[src/rtl/rdxbar_arb_pkg.sv]
// Shared types and helpers for the read-crossbar packet arbiter.
package rdxbar_arb_pkg;

  localparam int unsigned DATA_WIDTH = 32;
  // Payload width: data plus the last-beat flag in the MSB.
  localparam int unsigned PLD_W      = DATA_WIDTH + 1;
  localparam int unsigned PKTCNT_W   = 16;

  typedef enum logic [0:0] {
    IDLE = 1'b0,
    LOCK = 1'b1
  } arb_state_e;

  // The MSB of a payload marks the final beat of a packet.
  function automatic logic is_last(input logic [PLD_W-1:0] pld);
    return pld[PLD_W-1];
  endfunction

endpackage

[src/rtl/rdxbar_rr_pick.sv]
// Rotate-priority encoder: first asserted request scanning ptr, ptr+1, ... modulo N.
module rdxbar_rr_pick #(
  parameter int unsigned N = 4,
  localparam int unsigned IW = $clog2(N)
) (
  input  logic [N-1:0]  req,
  input  logic [IW-1:0] ptr,
  output logic          any,
  output logic [IW-1:0] idx
);

  // Walk the N positions starting at ptr; the first hit wins.
  always_comb begin
    int unsigned pos;
    logic [IW-1:0] cand;
    any  = 1'b0;
    idx  = '0;
    pos  = 0;
    cand = '0;
    for (int unsigned i = 0; i < N; i++) begin
      pos  = (32'(ptr) + i) % N;
      cand = pos[IW-1:0];
      if (!any && req[cand]) begin
        any = 1'b1;
        idx = cand;
      end
    end
  end

endmodule

[src/rtl/rdxbar_pkt_arbiter.sv]
// Packet-atomic round-robin arbiter sharing one read-crossbar output between N requesters.
// A winner owns the output until its last beat (payload MSB) is accepted, then one idle
// cycle follows before the next arbitration.
// Optional feature macro: RDXBAR_ARB_PKTCNT_EN adds saturating per-requester packet counters
// on oPktCnt.
module rdxbar_pkt_arbiter
  import rdxbar_arb_pkg::*;
#(
  parameter int unsigned DW = DATA_WIDTH + 1,
  parameter int unsigned AW = 4,
  parameter int unsigned N  = 4
) (
  input  logic                 iClk,
  input  logic                 iRst,
  input  logic [N-1:0]         iDcpIn_Vld,
  output logic [N-1:0]         iDcpIn_Rdy,
  input  logic [N*DW-1:0]      iDcpIn_Pld,
  input  logic [N*AW-1:0]      iDcpIn_Dst,
  output logic                 oDcpOut_Vld,
  input  logic                 oDcpOut_Rdy,
  output logic [DW-1:0]        oDcpOut_Pld,
  output logic [AW-1:0]        oDcpOut_Dst,
  output logic                 oBusy,
  output logic [$clog2(N)-1:0] oGrantIdx
`ifdef RDXBAR_ARB_PKTCNT_EN
  ,
  output logic [N*PKTCNT_W-1:0] oPktCnt
`endif
);

  localparam int unsigned   IW      = $clog2(N);
  localparam logic [IW-1:0] LastIdx = IW'(N - 1);

  arb_state_e    state_q;
  logic [IW-1:0] grant_q;
  logic [IW-1:0] ptr_q;

  logic          pick_any;
  logic [IW-1:0] pick_idx;
  logic          beat_fire;
  logic          beat_last;

  logic [DW-1:0] pld_arr [N];
  logic [AW-1:0] dst_arr [N];

  for (genvar k = 0; k < N; k++) begin : g_unpack
    assign pld_arr[k] = iDcpIn_Pld[k*DW +: DW];
    assign dst_arr[k] = iDcpIn_Dst[k*AW +: AW];
  end

  rdxbar_rr_pick #(
    .N (N)
  ) u_pick (
    .req (iDcpIn_Vld),
    .ptr (ptr_q),
    .any (pick_any),
    .idx (pick_idx)
  );

  // Zero-latency pass-through of the granted stream; handshakes are blocked while idle.
  always_comb begin
    oDcpOut_Pld = pld_arr[grant_q];
    oDcpOut_Dst = dst_arr[grant_q];
    oDcpOut_Vld = 1'b0;
    iDcpIn_Rdy  = '0;
    if (state_q == LOCK) begin
      oDcpOut_Vld         = iDcpIn_Vld[grant_q];
      iDcpIn_Rdy[grant_q] = oDcpOut_Rdy;
    end
  end

  assign beat_fire = oDcpOut_Vld & oDcpOut_Rdy;

  if (DW == PLD_W) begin : g_last_pkg
    assign beat_last = is_last(oDcpOut_Pld);
  end else begin : g_last_bit
    assign beat_last = oDcpOut_Pld[DW-1];
  end

  assign oBusy     = (state_q == LOCK);
  assign oGrantIdx = grant_q;

  // Arbitration FSM: grant in IDLE, release and advance the pointer on the accepted last beat.
  always_ff @(posedge iClk) begin
    if (iRst) begin
      state_q <= IDLE;
      grant_q <= '0;
      ptr_q   <= '0;
    end else begin
      case (state_q)
        IDLE: begin
          if (pick_any) begin
            grant_q <= pick_idx;
            state_q <= LOCK;
          end
        end
        LOCK: begin
          if (beat_fire && beat_last) begin
            state_q <= IDLE;
            ptr_q   <= (grant_q == LastIdx) ? '0 : grant_q + 1'b1;
          end
        end
        default: state_q <= IDLE;
      endcase
    end
  end

`ifdef RDXBAR_ARB_PKTCNT_EN
  logic [PKTCNT_W-1:0] cnt_q [N];

  // Count completed packets per requester, sticking at all-ones.
  always_ff @(posedge iClk) begin
    if (iRst) begin
      for (int k = 0; k < N; k++) begin
        cnt_q[k] <= '0;
      end
    end else if (state_q == LOCK && beat_fire && beat_last && cnt_q[grant_q] != '1) begin
      cnt_q[grant_q] <= cnt_q[grant_q] + 1'b1;
    end
  end

  for (genvar k = 0; k < N; k++) begin : g_cnt_out
    assign oPktCnt[k*PKTCNT_W +: PKTCNT_W] = cnt_q[k];
  end
`endif

endmodule
[config.mk]
export PLATFORM = sky130hd
export DESIGN_NAME = rdxbar_pkt_arbiter
export DESIGN_NICKNAME = d
export VERILOG_FILES = /design/src/rtl/rdxbar_arb_pkg.sv /design/src/rtl/rdxbar_rr_pick.sv /design/src/rtl/rdxbar_pkt_arbiter.sv
export SDC_FILE = /design/constraint.sdc
export NUM_CORES = 1
export LEC_CHECK = 0
export CAP_MARGIN = 30
export CORE_AREA = 2 2 78 80
export DETAILED_ROUTE_END_ITERATION = 8
export DIE_AREA = 0 0 80 82
export GPL_TIMING_DRIVEN = 0
export PLACE_DENSITY = 0.8
export REMOVE_ABC_BUFFERS = 1
export SLEW_MARGIN = 20
export SYNTH_ARGS = -nofsm -noshare
export SYNTH_HDL_FRONTEND = slang
export SYNTH_SLANG_ARGS = --single-unit
[constraint.sdc]
create_clock -name iClk -period 1.75 [get_ports iClk]
set_input_delay 0.175 -clock iClk [delete_from_list [all_inputs] [get_ports iClk]]
set_output_delay 0.175 -clock iClk [all_outputs]
set_load 0.02 [all_outputs]
==> impl_metrics.tcl, run 1 <==
set metrics [dict create \
    die_x_um 80 \
    synth_top_area_share 0.675 \
    failed_checks "setup timing" \
    syn_area_um2 1270 \
    arrival_ns 1.61 \
    cts_sinks 5 \
    routedWlPerCell_um 18.5 \
    drv_cap 0 \
    core_um2 5750 \
    hold_viol 0 \
    fin_crit_ns 1.78 \
    rsz0062_at_grt "yes" \
    num-fill-cells 511 \
    synthArstFlopShare 0 \
    drive_gt1_frac 0.323 \
    clock-root-buffer "clkbuf_8" \
    grt_start_max_net_pins 29 \
    routed_wirelength_um 6940 \
    worst_setup_path_start_kind "register" \
    synth_edf_count 0 \
    layout.nets 460 \
    synth_most_common_cell "mux4_2" \
    drv_slew 0 \
    drc 0 \
    antenna_cells 0 \
    path_max_fanout 6 \
    fmax_ghz 0.561 \
    path_clk_slew_ns 0.04 \
    dieArea_um2 6560 \
    p_per_area_nw_per_um2 398 \
    finalCritPeriodShare 1.02 \
    cts_max_path_buffers 2 \
    ys_ff_latch 5 \
    num_rows 28 \
    hpwl_um 5430 \
    fin_ws_ns -0.0315 \
    cts_tree "built" \
    vias 1760 \
    holdCritPathClass "register to register" \
    slew_headroom 0.661 \
    p_leak_nw 1.33 \
    final_util 0.611 \
    grt_pass1_vias 1783 \
    synth.largest_area_cell "mux4_2" \
    synth_common_cells "mux4_2, dfxtp_1, nor2_1" \
    synthCells 92 \
    insertion_delay_ns 0.22 \
    die-height_um 82 \
    yosysUniqueCellTypes 24 \
    irDropWorstVdd_mv 0.273 \
    synth.avg_cell_area_um2 13.8 \
    hold_buffers 0 \
    ios 200 \
    grt.total_usage 0.190 \
    synth_warnings 0 \
    drtIter0Drc 59 \
    critPathRequiredTime_ns 1.57 \
    grt_overflow 0 \
    finalSetupViolations 1 \
    ys.flop_type "dfxtp_1" \
    grt_pass1_wl_um 9490 \
    area_growth_pct 177 \
    cts_htree_levels 1 \
    viasPerCell 4.69 \
    outcome "complete, but fails checks" \
    first_pass_iters 4 \
    port-buffer-count 199 \
    worst_setup_path_end_kind "primary output" \
    postRouteAntennaNets 0 \
    worstSetupPathType "register to primary output" \
    finClkSkew_ns 0.00315 \
    cts_buffers 3 \
    globalplace.congestion 0.756 \
    seq_area_frac_synth 0.0790 \
    total_power_w 0.00140 \
    start_util 0.221 \
    antenna_found_initial 0 \
    worst_pin_slew_ns 0.504 \
    netlist_top_cells_area "mux4_2, dfxtp_1, ha_1" \
]
## metrics by stage
step	setup slack (ns)	area, µm²	TNS (ns)	cells	hold slack, ns
2_1_floorplan	-1.42	1210	-49.54	82	0.244
4_1_cts	-0.0344	3450	-0.0344	374	0.523
6_report	-0.0315	3510	-0.0315	375	0.526
5_1_grt	-0.0789	3510	-0.671	375	0.552
3_5_place_dp	-0.396	3340	-12.31	358	0.518
3_3_place_gp	-2.20	3300	-93.35	356	0.502
## cells by family after synthesis
kind of cell	count (synthesis)	synth area share
flops	5	0.0790
buf+inv	14	0.0543
simple gates	19	0.0908
compound gates	11	0.0533
mux	39	0.683
fa+ha+maj	4	0.0395
## cells in the final DEF (no fill, tap or decap), types with 2 or more instances in the layout
cell	synthesis	layout
a21oi_1	4	4
and3_1	4	4
buf_12	0	3
buf_16	0	3
buf_2	4	18
buf_4	3	5
buf_6	0	14
clkbuf_2	0	2
clkbuf_8	0	3
clkdlybuf4s15_2	0	7
clkdlybuf4s50_1	0	157
dfxtp_1	5	3
dfxtp_4	0	2
dlygate4sd2_1	0	4
ha_1	4	4
inv_1	4	4
mux4_2	38	38
nand2_1	2	2
nor2_1	5	5
nor2b_1	3	3
o21ai_0	3	3
## layer usage
layer	wire, µm	vias up	global-route usage
met5	0	-	0
met1	2430	824	0.229
met2	3700	104	0.341
met3	743	6	0.0549
li1	-	826	-
met4	68	0	0.0356
## critical path: stages (launching register included)
cell and delay, ns:
dfxtp_4 0.38, buf_6 0.14, buf_16 0.13, buf_6 0.09, mux4_2 0.49, buf_6 0.15
## worst paths after layout
check | start | to | slack (ns) | cells after the start
setup / recovery | oGrantIdx[0] | oDcpOut_Pld[19] | -0.03 | 5
hold / removal | ptr_q[0] | ptr_q[0] | 0.53 | 2
setup reg to reg | oGrantIdx[0] | ptr_q[0] | 0.11 | 6
hold reg to reg | ptr_q[0] | ptr_q[0] | 0.53 | 2
## where the power goes
part	internal (W)	switching, W	total (W)
sequential	0.000121	0.0000153	0.000136
combinational	0.000670	0.000374	0.00104
clock	0.000157	0.0000605	0.000217
## timing repair
item,CTS,global route
gates cloned,3,1
setup endpoints to repair,44,34
resized for setup,158,20
buffers inserted,9,0
## final cells by class
cell class                 instances  area (µm²)  share of cell area
clock buffer                       4        45.0              0.0128
timing repair buffer             214        2150               0.612
multi-input combinational         73        1100               0.313
inverter                           4        15.0             0.00428
sequential                         5         108              0.0307
tap                               75        93.8              0.0267
## state kept, by name (all words and copies together), names as in the netlist
| signal | cells |
|---|---|
| oBusy | 1 |
| oGrantIdx | 2 |
| ptr_q | 2 |
Power figures use the tool's default switching activity.
==> run 2: changes to the inputs <==
Settings changed: ABC_CLOCK_PERIOD_IN_PS set to 1750, SLEW_MARGIN 20 to not set.
==> run 2 against run 1 <==
Net effect: the run now ends clean; core utilization fell by 1.4 points; critical path depth fell by 1; largest cell class unchanged; global-route usage rose by 0.55 points; largest power group unchanged.
==> impl_metrics.tcl, run 2 (synthesis results as in run 1) <==
set metrics [dict create \
    outcome "finished clean" \
    cts_sinks 5 \
    r2r_slack_ns 0.15 \
    area_growth_pct 171 \
    timing.rr.start "oGrantIdx[0]" \
    globalplace.congestion 0.756 \
    arrival_ns 1.57 \
    layout_common_cells "clkdlybuf4s50_1, mux4_2, buf_2, buf_6, buf_12" \
    cpMostUsedCell "buf_12" \
    ios 200 \
    grt_pass1_wl_um 9760 \
    hold_slack_ns 0.528 \
    clock-root-buffer "clkbuf_8" \
    vias 1768 \
    worstSetupPathType "register to primary output" \
    start_util 0.221 \
    die_x_um 80 \
    dieArea_um2 6560 \
    hpwl_um 5380 \
    slew_headroom 0.670 \
    cp_num_buf_inv 3 \
    grt.total_usage 0.196 \
    cts_buffers 3 \
    r2r_cells 5 \
    reg2reg_to "ptr_q[1]" \
    worst_pin_slew_ns 0.491 \
    drv_cap 0 \
    antenna_found_initial 0 \
    use_met2 0.363 \
    drtIter0Drc 43 \
    worst_setup_path_end_kind "primary output" \
    cpMaxStageDelayCell "mux4_2" \
    insertion_delay_ns 0.22 \
    grt_start_max_net_pins 29 \
    cts_tree "built" \
    path_cells "buf_12, buf_12, mux4_2, buf_6" \
    routed_wirelength_um 7060 \
    fin_crit_ns 1.75 \
    worst_setup_path_start_kind "register" \
    finalCritPeriodShare 0.998 \
    port-buffer-count 199 \
    first_pass_iters 4 \
    num_rows 28 \
    final_util 0.597 \
    cts_htree_levels 1 \
    path_clk_slew_ns 0.03 \
    layout.nets 459 \
    final_common_cell "clkdlybuf4s50_1" \
    hold_end "ptr_q[0]" \
    postRouteAntennaNets 0 \
    worstHoldPathCells 2 \
    grt_overflow 0 \
    use_met3 0.0484 \
    viasPerCell 4.73 \
    crit_family "multiplexers" \
    die-height_um 82 \
    finalSetupViolations 0 \
    top_usage_layer "met2" \
    rsz0062_at_grt "yes" \
    slowest_delay_ns 0.49 \
    p_leak_nw 1.31 \
    finClkSkew_ns 0.000642 \
    drive_gt1_frac 0.328 \
    drv_slew 0 \
    grt_use_met1 0.234 \
    routedWlPerCell_um 18.9 \
    core_um2 5750 \
    irDropWorstVdd_mv 0.381 \
    min_from "ptr_q[0]" \
    path_max_fanout 8 \
    antenna_cells 0 \
    drc 0 \
    holdCritPathClass "register to register" \
    grt_pass1_vias 1829 \
    fmax_ghz 0.573 \
    p_per_area_nw_per_um2 399 \
    critPathRequiredTime_ns 1.57 \
    hold_viol 0 \
    cts_max_path_buffers 2 \
]
run 2: final cells by class:
| cell class | instances | area, µm² |
|---|---|---|
| Fill cell | 520 | 2320 |
| Timing Repair Buffer | 213 | 2070 |
| Multi-Input combinational cell | 73 | 1100 |
| Sequential cell | 5 | 108 |
| Tap cell | 75 | 93.8 |
| Clock buffer | 4 | 45.0 |
| Inverter | 4 | 15.0 |
run 2: through the flow:
step	power (W)	cell area [µm²]	std cells	setup slack (ns)	setup TNS, ns
finish	0.00137	3430	374	0.00328	0
global route	0.00144	3430	374	-0.0528	-0.381
CTS	0.00136	3430	373	-0.103	-0.464
detailed placement	0.00115	3320	357	-0.704	-21.60
global placement	0.00114	3300	356	-2.20	-93.35
floorplan	0.000547	1210	82	-1.42	-49.54
run 2: worst reg2reg max path, cell delays in order, from the launching register on:
cell	delay, ns
dfxtp_4	0.43
buf_4	0.14
mux4_2	0.53
nand4_4	0.13
mux2i_1	0.20
nor2_1	0.05
run 2: timing repair:
action,4_1_cts,5_1_grt
cloned,1,1
buffers inserted,11,1
gates resized for setup,149,38
hold buffers,0,0
endpoints found under the setup margin,47,35
run 2: worst max path at each step:
stage	from	end	cells past startpoint
final	oGrantIdx[0]	oDcpOut_Pld[14]	4
after global routing	oGrantIdx[0]	oDcpOut_Pld[10]	4
after CTS	oGrantIdx[0]	oDcpOut_Pld[23]	3
after detailed placement	oGrantIdx[0]	oDcpOut_Vld	3
after global placement	oGrantIdx[0]	oDcpOut_Vld	3
after floorplan	oGrantIdx[0]	ptr_q[0]	4
run 2: routing by layer:
layer	vias up	wire, µm
met5	-	0
met3	4	696
met2	95	3720
met4	0	45
li1	820	-
met1	849	2600
run 2: where the power goes:
part	switching (W)	internal, W	total [W]
Sequential	0.0000192	0.000121	0.000140
Combinational	0.000371	0.000646	0.00102
Clock	0.0000536	0.000156	0.000210
Total	0.000444	0.000923	0.00137
==> run 3: changes to the inputs <==
Settings changed: SLEW_MARGIN set to 25.
==> results of run 3 <==
The final DEF is identical to that of run 1; final timing and power are the same.
